**src/rtl/prml_ctrl_pkg.sv**
```systemverilog
// Shared types and default constants for the PRML frame controller.
package prml_ctrl_pkg;

    typedef enum logic [2:0] {
        ST_IDLE    = 3'd0,
        ST_HUNT    = 3'd1,
        ST_PAYLOAD = 3'd2,
        ST_RESYNC  = 3'd3,
        ST_DONE    = 3'd4
    } state_t;

    localparam int         DEF_SYNC_W      = 8;
    localparam logic [7:0] DEF_SYNC_WORD   = 8'hB1;
    localparam int         DEF_PAYLOAD_LEN = 64;
    localparam int         DEF_ERR_LIMIT   = 4;
    localparam int         DEF_HUNT_MAX    = 256;
    localparam int         DEF_CNT_W       = 8;

endpackage

```
**src/rtl/prml_frame_ctrl_if.sv**
```systemverilog
// Decoder/consumer-facing signal bundle of the PRML frame controller.
// master: the controller itself; slave: the decoder plus payload consumer.
interface prml_frame_ctrl_if #(
    parameter int CNT_W = 8
);
    logic             start;
    logic             abort;
    logic             continuous;
    logic             dec_valid;
    logic             dec_out;
    logic             dec_error;
    logic             sym_en;
    logic             dec_clear;
    logic             bit_out;
    logic             bit_valid;
    logic             frame_start;
    logic             frame_done;
    logic             sync_lost;
    logic [CNT_W-1:0] err_count;
    logic [2:0]       state_o;

    modport master (
        input  start, abort, continuous, dec_valid, dec_out, dec_error,
        output sym_en, dec_clear, bit_out, bit_valid, frame_start,
               frame_done, sync_lost, err_count, state_o
    );

    modport slave (
        output start, abort, continuous, dec_valid, dec_out, dec_error,
        input  sym_en, dec_clear, bit_out, bit_valid, frame_start,
               frame_done, sync_lost, err_count, state_o
    );
endinterface

```
**src/rtl/prml_sync_detect.sv**
```systemverilog
// Sync-word hunter: MSB-first shift register that restarts on a decoder
// error. 'match' reports that the value about to be loaded is the sync word.
module prml_sync_detect
    import prml_ctrl_pkg::*;
#(
    parameter int                SYNC_W    = DEF_SYNC_W,
    parameter logic [SYNC_W-1:0] SYNC_WORD = DEF_SYNC_WORD
) (
    input  logic clock,
    input  logic reset,
    input  logic clear,
    input  logic shift,
    input  logic bit_in,
    input  logic error_in,
    output logic match
);
    logic [SYNC_W-1:0] sync_sr_r;
    logic [SYNC_W-1:0] sync_nxt_s;

    // Next shift-register value and look-ahead match.
    always_comb begin
        sync_nxt_s = sync_sr_r;
        match      = 1'b0;
        if (clear) begin
            sync_nxt_s = {SYNC_W{1'b0}};
        end else if (shift && error_in) begin
            sync_nxt_s = {SYNC_W{1'b0}};
        end else if (shift) begin
            sync_nxt_s = {sync_sr_r[SYNC_W-2:0], bit_in};
            match      = (sync_nxt_s == SYNC_WORD);
        end else begin
            sync_nxt_s = sync_sr_r;
        end
    end

    // Shift-register state.
    always_ff @(posedge clock) begin
        if (reset) begin
            sync_sr_r <= {SYNC_W{1'b0}};
        end else begin
            sync_sr_r <= sync_nxt_s;
        end
    end
endmodule

```
**src/rtl/prml_frame_ctrl.sv**
```systemverilog
// PRML Viterbi decoder sequencer: symbol strobe, decoder clear, sync hunt,
// payload framing and error-driven resync.
module prml_frame_ctrl
    import prml_ctrl_pkg::*;
#(
    parameter int                SYNC_W      = DEF_SYNC_W,
    parameter logic [SYNC_W-1:0] SYNC_WORD   = DEF_SYNC_WORD,
    parameter int                PAYLOAD_LEN = DEF_PAYLOAD_LEN,
    parameter int                ERR_LIMIT   = DEF_ERR_LIMIT,
    parameter int                HUNT_MAX    = DEF_HUNT_MAX,
    parameter int                CNT_W       = DEF_CNT_W
) (
    input  logic               clock,
    input  logic               reset,
    prml_frame_ctrl_if.master  bus
);
    localparam logic [CNT_W-1:0] CNT_ZERO     = {CNT_W{1'b0}};
    localparam logic [CNT_W-1:0] CNT_ONE      = CNT_W'(1);
    localparam logic [CNT_W-1:0] HUNT_LAST    = CNT_W'(HUNT_MAX - 1);
    localparam logic [CNT_W-1:0] PAYLOAD_LAST = CNT_W'(PAYLOAD_LEN - 1);
    localparam logic [CNT_W-1:0] ERR_LIM      = CNT_W'(ERR_LIMIT);

    state_t           state_r;
    logic             phase_r;
    logic             sym_en_r;
    logic             dec_clear_r;
    logic             bit_out_r;
    logic             bit_valid_r;
    logic             frame_start_r;
    logic             frame_done_r;
    logic             sync_lost_r;
    logic [CNT_W-1:0] cnt_r;
    logic [CNT_W-1:0] err_r;
    logic [CNT_W-1:0] err_nxt_s;
    logic             sync_clear_s;
    logic             sync_shift_s;
    logic             sync_hit_s;

    // Saturating increment for the error counter.
    function automatic logic [CNT_W-1:0] sat_inc(input logic [CNT_W-1:0] v);
        return (&v) ? v : v + CNT_ONE;
    endfunction

    // Sync hunter control and next error count.
    always_comb begin
        sync_clear_s = 1'b1;
        sync_shift_s = 1'b0;
        err_nxt_s    = err_r;
        if (state_r == ST_HUNT) begin
            sync_clear_s = 1'b0;
            sync_shift_s = bus.dec_valid;
        end else begin
            sync_clear_s = 1'b1;
            sync_shift_s = 1'b0;
        end
        if (bus.dec_error) begin
            err_nxt_s = sat_inc(err_r);
        end else begin
            err_nxt_s = err_r;
        end
    end

    prml_sync_detect #(
        .SYNC_W    (SYNC_W),
        .SYNC_WORD (SYNC_WORD)
    ) u_sync (
        .clock    (clock),
        .reset    (reset),
        .clear    (sync_clear_s),
        .shift    (sync_shift_s),
        .bit_in   (bus.dec_out),
        .error_in (bus.dec_error),
        .match    (sync_hit_s)
    );

    // Frame FSM with phase generator and registered pulses; HUNT entry
    // always restarts the phase so the first strobe lands in the 2nd cycle.
    always_ff @(posedge clock) begin
        if (reset) begin
            state_r       <= ST_IDLE;
            phase_r       <= 1'b0;
            sym_en_r      <= 1'b0;
            dec_clear_r   <= 1'b0;
            bit_out_r     <= 1'b0;
            bit_valid_r   <= 1'b0;
            frame_start_r <= 1'b0;
            frame_done_r  <= 1'b0;
            sync_lost_r   <= 1'b0;
            cnt_r         <= CNT_ZERO;
            err_r         <= CNT_ZERO;
        end else begin
            phase_r       <= ~phase_r;
            sym_en_r      <= ~phase_r;
            dec_clear_r   <= 1'b0;
            bit_valid_r   <= 1'b0;
            frame_start_r <= 1'b0;
            frame_done_r  <= 1'b0;
            sync_lost_r   <= 1'b0;
            if (bus.abort) begin
                state_r  <= ST_IDLE;
                phase_r  <= 1'b0;
                sym_en_r <= 1'b0;
            end else begin
                case (state_r)
                    ST_IDLE: begin
                        phase_r  <= 1'b0;
                        sym_en_r <= 1'b0;
                        if (bus.start) begin
                            state_r     <= ST_HUNT;
                            dec_clear_r <= 1'b1;
                            cnt_r       <= CNT_ZERO;
                        end
                    end
                    ST_HUNT: begin
                        if (bus.dec_valid) begin
                            cnt_r <= cnt_r + CNT_ONE;
                            if (sync_hit_s) begin
                                state_r       <= ST_PAYLOAD;
                                frame_start_r <= 1'b1;
                                err_r         <= CNT_ZERO;
                                cnt_r         <= CNT_ZERO;
                            end else if (cnt_r == HUNT_LAST) begin
                                state_r     <= ST_IDLE;
                                sync_lost_r <= 1'b1;
                                phase_r     <= 1'b0;
                                sym_en_r    <= 1'b0;
                            end
                        end
                    end
                    ST_PAYLOAD: begin
                        if (bus.dec_valid) begin
                            bit_out_r   <= bus.dec_out;
                            bit_valid_r <= 1'b1;
                            cnt_r       <= cnt_r + CNT_ONE;
                            err_r       <= err_nxt_s;
                            // Error limit outranks the final-bit completion.
                            if (err_nxt_s == ERR_LIM) begin
                                state_r     <= ST_RESYNC;
                                sync_lost_r <= 1'b1;
                                sym_en_r    <= 1'b0;
                            end else if (cnt_r == PAYLOAD_LAST) begin
                                state_r      <= ST_DONE;
                                frame_done_r <= 1'b1;
                            end
                        end
                    end
                    ST_RESYNC: begin
                        state_r     <= ST_HUNT;
                        dec_clear_r <= 1'b1;
                        cnt_r       <= CNT_ZERO;
                        phase_r     <= 1'b0;
                        sym_en_r    <= 1'b0;
                    end
                    ST_DONE: begin
                        phase_r  <= 1'b0;
                        sym_en_r <= 1'b0;
                        if (bus.continuous) begin
                            state_r     <= ST_HUNT;
                            dec_clear_r <= 1'b1;
                            cnt_r       <= CNT_ZERO;
                        end else begin
                            state_r <= ST_IDLE;
                        end
                    end
                    default: begin
                        state_r  <= ST_IDLE;
                        phase_r  <= 1'b0;
                        sym_en_r <= 1'b0;
                    end
                endcase
            end
        end
    end

    assign bus.sym_en      = sym_en_r;
    assign bus.dec_clear   = dec_clear_r;
    assign bus.bit_out     = bit_out_r;
    assign bus.bit_valid   = bit_valid_r;
    assign bus.frame_start = frame_start_r;
    assign bus.frame_done  = frame_done_r;
    assign bus.sync_lost   = sync_lost_r;
    assign bus.err_count   = err_r;
    assign bus.state_o     = state_r;
endmodule

```
**src/flat_wrapper.sv**
```systemverilog
// flat-port wrapper written by rule: the top's interface ports become plain ports
module prml_frame_ctrl_flat import prml_ctrl_pkg::*;
#(
    parameter int                SYNC_W      = DEF_SYNC_W,
    parameter logic [SYNC_W-1:0] SYNC_WORD   = DEF_SYNC_WORD,
    parameter int                PAYLOAD_LEN = DEF_PAYLOAD_LEN,
    parameter int                ERR_LIMIT   = DEF_ERR_LIMIT,
    parameter int                HUNT_MAX    = DEF_HUNT_MAX,
    parameter int                CNT_W       = DEF_CNT_W
)
  (clock, reset, bus_start, bus_abort, bus_continuous, bus_dec_valid, bus_dec_out, bus_dec_error, bus_sym_en, bus_dec_clear, bus_bit_out, bus_bit_valid, bus_frame_start, bus_frame_done, bus_sync_lost, bus_err_count, bus_state_o);
  prml_frame_ctrl_if #(.CNT_W(CNT_W)) bus_i ();
  input  logic clock;
  input  logic reset;
  input wire logic [$bits(bus_i.start)-1:0] bus_start;
  input wire logic [$bits(bus_i.abort)-1:0] bus_abort;
  input wire logic [$bits(bus_i.continuous)-1:0] bus_continuous;
  input wire logic [$bits(bus_i.dec_valid)-1:0] bus_dec_valid;
  input wire logic [$bits(bus_i.dec_out)-1:0] bus_dec_out;
  input wire logic [$bits(bus_i.dec_error)-1:0] bus_dec_error;
  output wire logic [$bits(bus_i.sym_en)-1:0] bus_sym_en;
  output wire logic [$bits(bus_i.dec_clear)-1:0] bus_dec_clear;
  output wire logic [$bits(bus_i.bit_out)-1:0] bus_bit_out;
  output wire logic [$bits(bus_i.bit_valid)-1:0] bus_bit_valid;
  output wire logic [$bits(bus_i.frame_start)-1:0] bus_frame_start;
  output wire logic [$bits(bus_i.frame_done)-1:0] bus_frame_done;
  output wire logic [$bits(bus_i.sync_lost)-1:0] bus_sync_lost;
  output wire logic [$bits(bus_i.err_count)-1:0] bus_err_count;
  output wire logic [$bits(bus_i.state_o)-1:0] bus_state_o;
  assign bus_i.start = bus_start;
  assign bus_i.abort = bus_abort;
  assign bus_i.continuous = bus_continuous;
  assign bus_i.dec_valid = bus_dec_valid;
  assign bus_i.dec_out = bus_dec_out;
  assign bus_i.dec_error = bus_dec_error;
  assign bus_sym_en = bus_i.sym_en;
  assign bus_dec_clear = bus_i.dec_clear;
  assign bus_bit_out = bus_i.bit_out;
  assign bus_bit_valid = bus_i.bit_valid;
  assign bus_frame_start = bus_i.frame_start;
  assign bus_frame_done = bus_i.frame_done;
  assign bus_sync_lost = bus_i.sync_lost;
  assign bus_err_count = bus_i.err_count;
  assign bus_state_o = bus_i.state_o;
  prml_frame_ctrl #(.SYNC_W(SYNC_W), .SYNC_WORD(SYNC_WORD), .PAYLOAD_LEN(PAYLOAD_LEN), .ERR_LIMIT(ERR_LIMIT), .HUNT_MAX(HUNT_MAX), .CNT_W(CNT_W)) u_core (.clock(clock), .reset(reset), .bus(bus_i));
endmodule
```
**config.mk**
```make
export PLATFORM = sky130hd
export DESIGN_NAME = prml_frame_ctrl_flat
export DESIGN_NICKNAME = d
export VERILOG_FILES = /design/src/rtl/prml_ctrl_pkg.sv /design/src/rtl/prml_frame_ctrl_if.sv /design/src/rtl/prml_sync_detect.sv /design/src/rtl/prml_frame_ctrl.sv /design/src/flat_wrapper.sv
export SDC_FILE = /design/constraint.sdc
export NUM_CORES = 1
export LEC_CHECK = 0
export CORE_ASPECT_RATIO = 0.8
export CORE_MARGIN = 5
export CORE_UTILIZATION = 58
export CTS_CLUSTER_SIZE = 20
export DETAILED_ROUTE_END_ITERATION = 10
export PLACE_DENSITY_LB_ADDON = 0.05
export RECOVER_POWER = 50
export SLEW_MARGIN = 5
export SYNTH_ARGS = -nofsm -noshare
export SYNTH_HDL_FRONTEND = slang
export SYNTH_SLANG_ARGS = --single-unit
```
**constraint.sdc**
```tcl
create_clock -name clock -period 3.3 [get_ports clock]
set_input_delay 0.495 -clock clock [delete_from_list [all_inputs] [get_ports clock]]
set_output_delay 0.495 -clock clock [all_outputs]
set_load 0.01 [all_outputs]
```
# After elaboration in Yosys (flattened, before gate mapping)
# Cells that the tools add are included.
# Widths: inputs -> output; s select.
# word_totals
regBits	34
out_inout_bits	18
wordCells	92
# classes
add_sub_neg	2
n_eq_ne	15
n_mux	44
bitwise_logic	5
n_reduce_logical	14
# ops
op	n
$mux 8	10
$pmux 8 s5	1
$mux 3	7
$mux 1	20
$add 8x1->8 const B	2
$eq 8x8->1 const B	2
$pmux 8 s2	1
$pmux 3 s5	1
$reduce_and 5->1	2
$eq 8x3->1 const B	1
$eq 8x6->1 const B	1
$ne 2x2->1 const B	4
$reduce_and 8->1	1
$eq 3x2->1 const B	2
$pmux 1 s2	3
$reduce_and 6->1	1
$reduce_or 3->1	2
$not 1->1	5
$reduce_bool 5->1	1
$reduce_or 5->1	1
$reduce_or 4->1	1
$eq 3x1->1 const B	1
$eq 3x3->1 const B	1
$logic_not 3->1	1
other kinds (8)	8

# Logic depth before layout (Yosys ltp)
# logic_depth
word_depth	8
depth_mapped	8

# Modules after synthesis
# A second synthesis with hierarchy kept.
# unflattened
hier_cells	235
hier_area_um2	1978.1
# modules_own_cells
mod	instances	cells_per_inst	area_per_inst_um2	seq_area_each_um2
prml_frame_ctrl	1	208	1684.1	540.5
prml_sync_detect	1	27	294.0	140.1

# Least setup slack after synthesis
# OpenSTA, ideal clock, no wires.
# synth_path
kind	reg2reg
from	register u_core.err_r[0], in the netlist u_core.bus.err_count[0]
to	register u_core.state_r[2], in the netlist u_core.bus.state_o[2]
setup_ns	0.119
arrival_time_ns	2.028
slack_ns	1.153
path_stages_with_launch	9
path_cell_list	dfxtp_1 ha_1 and4_2 nand4b_1 a222oi_1 and4_1 buf_2 nor2_1 o221a_2
# synth_between
elab_chain_len	7
# synth_lines
element	line	source
start, declared	prml_frame_ctrl.sv:33	logic [CNT_W-1:0] err_r;
start signal, assigned	prml_frame_ctrl.sv:135	err_r <= err_nxt_s;
$add 8x1->8 or $reduce_and 8->1 (tied branches)	prml_frame_ctrl.sv:41	return (&v) ? v : v + CNT_ONE;
$mux 8	prml_frame_ctrl.sv:41	
$mux 8 (*)	prml_frame_ctrl.sv:56	if (bus.dec_error) begin
$eq 8x3->1 (*)	prml_frame_ctrl.sv:137	if (err_nxt_s == ERR_LIM) begin
$mux 3	prml_frame_ctrl.sv:137	
$mux 3	prml_frame_ctrl.sv:131	if (bus.dec_valid) begin
$pmux 3 s5	prml_frame_ctrl.sv:104	case (state_r)
end signal, assigned	prml_frame_ctrl.sv:109	state_r <= ST_HUNT;
end signal, assigned	prml_frame_ctrl.sv:138	state_r <= ST_RESYNC;
end signal, assigned	prml_frame_ctrl.sv:142	state_r <= ST_DONE;
end, declared	prml_frame_ctrl.sv:23	state_t state_r;
# Mark *: on every way between the ends. The rest lies on a longest branch, timed or not. The select of a mux whose other input is x is not followed.
# A chain may end at the register's enable or synchronous reset.

# Worst setup path after layout
# layout_path
from	input port bus_dec_error
to	register u_core.sync_lost_r, in the netlist u_core.bus.sync_lost
# layout_between
elab_chain_len	6
# layout_lines
element	line	source
start, declared	flat_wrapper.sv:20	input wire logic [$bits(bus_i.dec_error)-1:0] bus_dec_error;
branches (longest 5 deep; another with $mux 8)	-	
$pmux 1 s2 (*)	prml_frame_ctrl.sv:104	
end signal, assigned	prml_frame_ctrl.sv:98	sync_lost_r <= 1'b0;
end signal, assigned	prml_frame_ctrl.sv:124	sync_lost_r <= 1'b1;
end signal, assigned	prml_frame_ctrl.sv:139	sync_lost_r <= 1'b1;
end, declared	prml_frame_ctrl.sv:31	logic sync_lost_r;
# Every way passes the cells marked *.

==> results.py <==
metrics = {
    "global_routing": {
        "use_met2": 0.3483,
        "antenna_found_initial": 0,
        "overflow": 0,
        "grtUsageMet1": 0.2841,
        "grt_use_total": 0.2205,
        "grtUsageMet3": 0.06050,
        "first_global_vias": 1559,
        "grt_max_degree": 17,
        "busiest_layer": "met2",
        "grt_pass1_wl_um": 7479,
    },
    "critical_path": {
        "start_kind": "input port",
        "path_class": "in -> reg",
        "worstPathMaxFanout": 14,
        "slowest_stage": "clkdlybuf4s50_1",
        "cp-endpoint": "u_core.bus.sync_lost$_SDFF_PP0_",
        "reg2reg_from": "u_core.bus.err_count[0]$_SDFFE_PP0P_",
        "startpoint": "bus_dec_error",
        "regToRegSetupSlack_ns": 0.88,
        "critPathArrivalTime_ns": 2.77,
        "crit_chain": "clkdlybuf4s50_1 > and4_2 > nand4b_1 > a222oi_1 > and4_1 > nand3_1 > a221oi_1",
        "rr_endpoint": "u_core.bus.sync_lost$_SDFF_PP0_",
        "r2r_cells": 7,
        "slowest_delay_ns": 0.73,
        "cp.required_ns": 3.49,
        "end_kind": "register",
    },
    "die": {
        "die-area_um2": 4377,
        "die_x_um": 72.73,
        "ios": 26,
        "initial_core_util": 0.5960,
        "row_count": 18,
        "fp.dieH_um": 60.18,
        "core_area_um2": 3063,
    },
    "clock_network": {
        "ctsHoldBuffers": 0,
        "cts_num_sinks": 34,
        "h-tree-depth": 2,
        "clockBufferDepth": 2,
        "cts_buffers": 5,
        "cts_tree": "done",
        "cts_resized": 0,
        "post_cts_buffers": 0,
        "clkTransAtPathRegs_ns": 0.07,
        "cts-root-buf": "clkbuf_8",
        "clk_latency_ns": 0.29,
    },
    "placement": {
        "preCtsSetupSlack_ns": 0.4646,
        "dp.cells": 272,
        "routabilityCongestion": 0.9591,
        "hpwl_um": 3155,
        "place_area_um2": 2073,
        "numPortBuffers": 25,
    },
    "sta": {
        "finalClockSkew_ns": 0.008539,
        "timing.final.crit_share": 0.7814,
        "fmax_ghz": 0.3878,
        "setup_tns_ns": 0,
        "fin_ws_ns": 0.7213,
        "worstMarginPinSlew_ns": 0.5888,
        "finalSetupViolCount": 0,
        "hold_viol_final": 0,
        "rsz0062_at_grt": "no",
        "max_slew_margin": 0.6057,
        "slew_violations": 0,
        "min_period_ns": 2.579,
    },
    "synthesis": {
        "synth_top_family_by_area": "simple AND/OR/NAND/NOR gates",
        "synth_ff_type": "dfxtp_1",
        "synth_compound_area_frac": 0.1960,
        "synthCells": 218,
        "syn_area_um2": 1826,
        "seq_area_frac_synth": 0.3729,
        "synthArstFlopShare": 0,
        "synth_nets": 228,
        "syn_area_per_cell_um2": 8.374,
        "synth_cell_types": 62,
        "muxShareOfSynthArea": 0.02810,
        "ys_seq_elements": 34,
        "synth_edf_count": 0,
        "synthSimpleGateAreaFrac": 0.3139,
        "yosysWarnings": 0,
        "synth-adder-area-share": 0.01371,
        "synth_xor_area_frac": 0.03838,
    },
    "cells_and_area": {
        "layout-drive-gt1-share": 0.09583,
        "antenna_cells": 0,
        "nets": 249,
        "fin_cells": 280,
        "final_area_um2": 2165,
        "post-route-util": 0.7067,
        "area_delta_synth_final_pct": 18.57,
        "num-fill-cells": 250,
    },
    "routing": {
        "dr.first_iter.drc_count": 251,
        "viasPerCell": 6.089,
        "ant_nets": 0,
        "vias": 1705,
        "dr.pass1.iters": 5,
        "routed_wirelength_um": 4368,
        "drc_errors": 0,
        "routedWlPerCell_um": 15.60,
    },
    "pwr": {
        "p_seq_frac": 0.526,
        "p_int_mw": 0.6068,
        "switching_power_mw": 0.1869,
        "p_leak_nw": 0.8065,
        "vdd_drop_max_mv": 0.3068,
        "swShare": 0.2355,
        "power_frac_comb": 0.073,
        "clkPwrFrac": 0.401,
        "power_density_nw_per_um2": 366.6,
    },
    "status": {
        "status": "finished, final reports clean",
    },
    "min_path": {
        "hp-class": "reg -> reg",
        "worstHoldStart": "u_core.phase_r$_SDFF_PP0_",
    },
    "job": {
        "cap_viol_max_count": 0,
    },
}
## power groups by stage
stage	clock network [mW]	registers [mW]	logic, mW
global route	0.347	0.417	0.0632
CTS	0.324	0.417	0.0586
global placement	0	0.426	0.0571
floorplan	0	0.425	0.0386
finish	0.318	0.417	0.0580
detailed placement	0	0.426	0.0584
## metrics by stage
stage	power, mW	hold slack, ns
2_1_floorplan	0.4638	0.3998
3_3_place_gp	0.4832	0.4122
3_5_place_dp	0.4849	0.4139
4_1_cts	0.7994	0.4234
5_1_grt	0.8275	0.4467
6_report	0.7936	0.4235
## placed cells by master (no fill, tap or decap), types with 3 or more instances in the layout
cell,n
nor3_1,6
nand3_1,5
dlygate4sd3_1,18
dfxtp_1,34
nor2_1,23
a21oi_1,16
clkdlybuf4s50_1,7
nand3b_1,3
nand2_1,27
xor2_1,6
o21ai_0,4
mux2i_1,4
clkbuf_8,6
nand4_1,7
and3_1,4
nand2b_1,3
or3_1,3
nor2b_1,3
## cell usage after synthesis, drive strengths merged (2+ instances only)
cell / instances / area, µm²
nor2: 23 / 86.33
and3: 4 / 25.02
a21oi: 17 / 88.84
nand4bb: 2 / 22.52
nor3b: 3 / 27.52
xor2: 6 / 52.55
inv: 2 / 7.510
o22ai: 2 / 12.51
nand4: 7 / 43.79
and2: 3 / 18.77
nand2: 29 / 118.9
nor3: 6 / 30.03
clkbuf: 5 / 18.77
xnor2: 2 / 17.52
nand3b: 3 / 22.52
nand2b: 3 / 18.77
a31oi: 2 / 12.51
nor2b: 3 / 18.77
dfxtp: 34 / 680.7
nand3: 5 / 25.02
or3: 3 / 18.77
o31ai: 2 / 15.01
o21ai: 5 / 25.02
o32ai: 2 / 17.52
and4: 4 / 37.54
a21o: 2 / 15.01
mux2i: 4 / 40.04
a211oi: 3 / 27.52
or3b: 2 / 17.52
buf: 7 / 41.29
ha: 2 / 25.02
## sequential cells by signal, indices dropped and copies added (netlist names)
signal,count
u_core.bus.sym_en,1
u_core.bus.state_o,3
u_core.bus.frame_done,1
u_core.cnt_r,8
u_core.bus.bit_valid,1
u_core.u_sync.sync_sr_r,7
u_core.bus.dec_clear,1
u_core.bus.bit_out,1
u_core.bus.sync_lost,1
u_core.bus.frame_start,1
u_core.phase_r,1
u_core.bus.err_count,8
## logic make-up after synthesis
| logic type | Yosys count |
|---|---|
| AO/OA/AOI/OAI | 50 |
| multiplexers | 5 |
| flip-flops | 34 |
| adder cells (fa/ha/maj) | 2 |
| XOR/XNOR | 8 |
| buffers and inverters | 14 |
| AND/OR/NAND/NOR | 105 |
## routing by layer
| metal | part of all wire | up-vias |
|---|---|---|
| met4 | 0.020 | 0 |
| met1 | 0.44 | 794 |
| met3 | 0.067 | 7 |
| met5 | 0 | - |
| met2 | 0.47 | 64 |
| li1 | - | 840 |
## critical path: cells and delay by family
kind,cells,cell delay [ns]
compound gates,2,0.58
simple gates,4,0.95
buf+inv,1,0.73
## worst min path at each step
stage / to / slack [ns] / cells after the start
6_report: u_core.phase_r$_SDFF_PP0_ / 0.42 / 1
5_1_grt: u_core.phase_r$_SDFF_PP0_ / 0.45 / 1
4_1_cts: u_core.phase_r$_SDFF_PP0_ / 0.42 / 1
3_5_place_dp: u_core.phase_r$_SDFF_PP0_ / 0.41 / 1
3_3_place_gp: u_core.phase_r$_SDFF_PP0_ / 0.41 / 1
2_1_floorplan: u_core.phase_r$_SDFF_PP0_ / 0.40 / 1
## area by class of cell
cell class | instances | area [µm²] | share of cell area
Clock inverter | 1 | 5.005 | 0.002312
Sequential cell | 34 | 680.7 | 0.3145
Timing Repair Buffer | 26 | 257.7 | 0.1191
Inverter | 2 | 7.507 | 0.003468
Clock buffer | 7 | 86.33 | 0.03988
Multi-Input combinational cell | 170 | 1077 | 0.4977
Tap cell | 40 | 50.05 | 0.02312
Note: power is estimated with default switching activity, not from simulation.
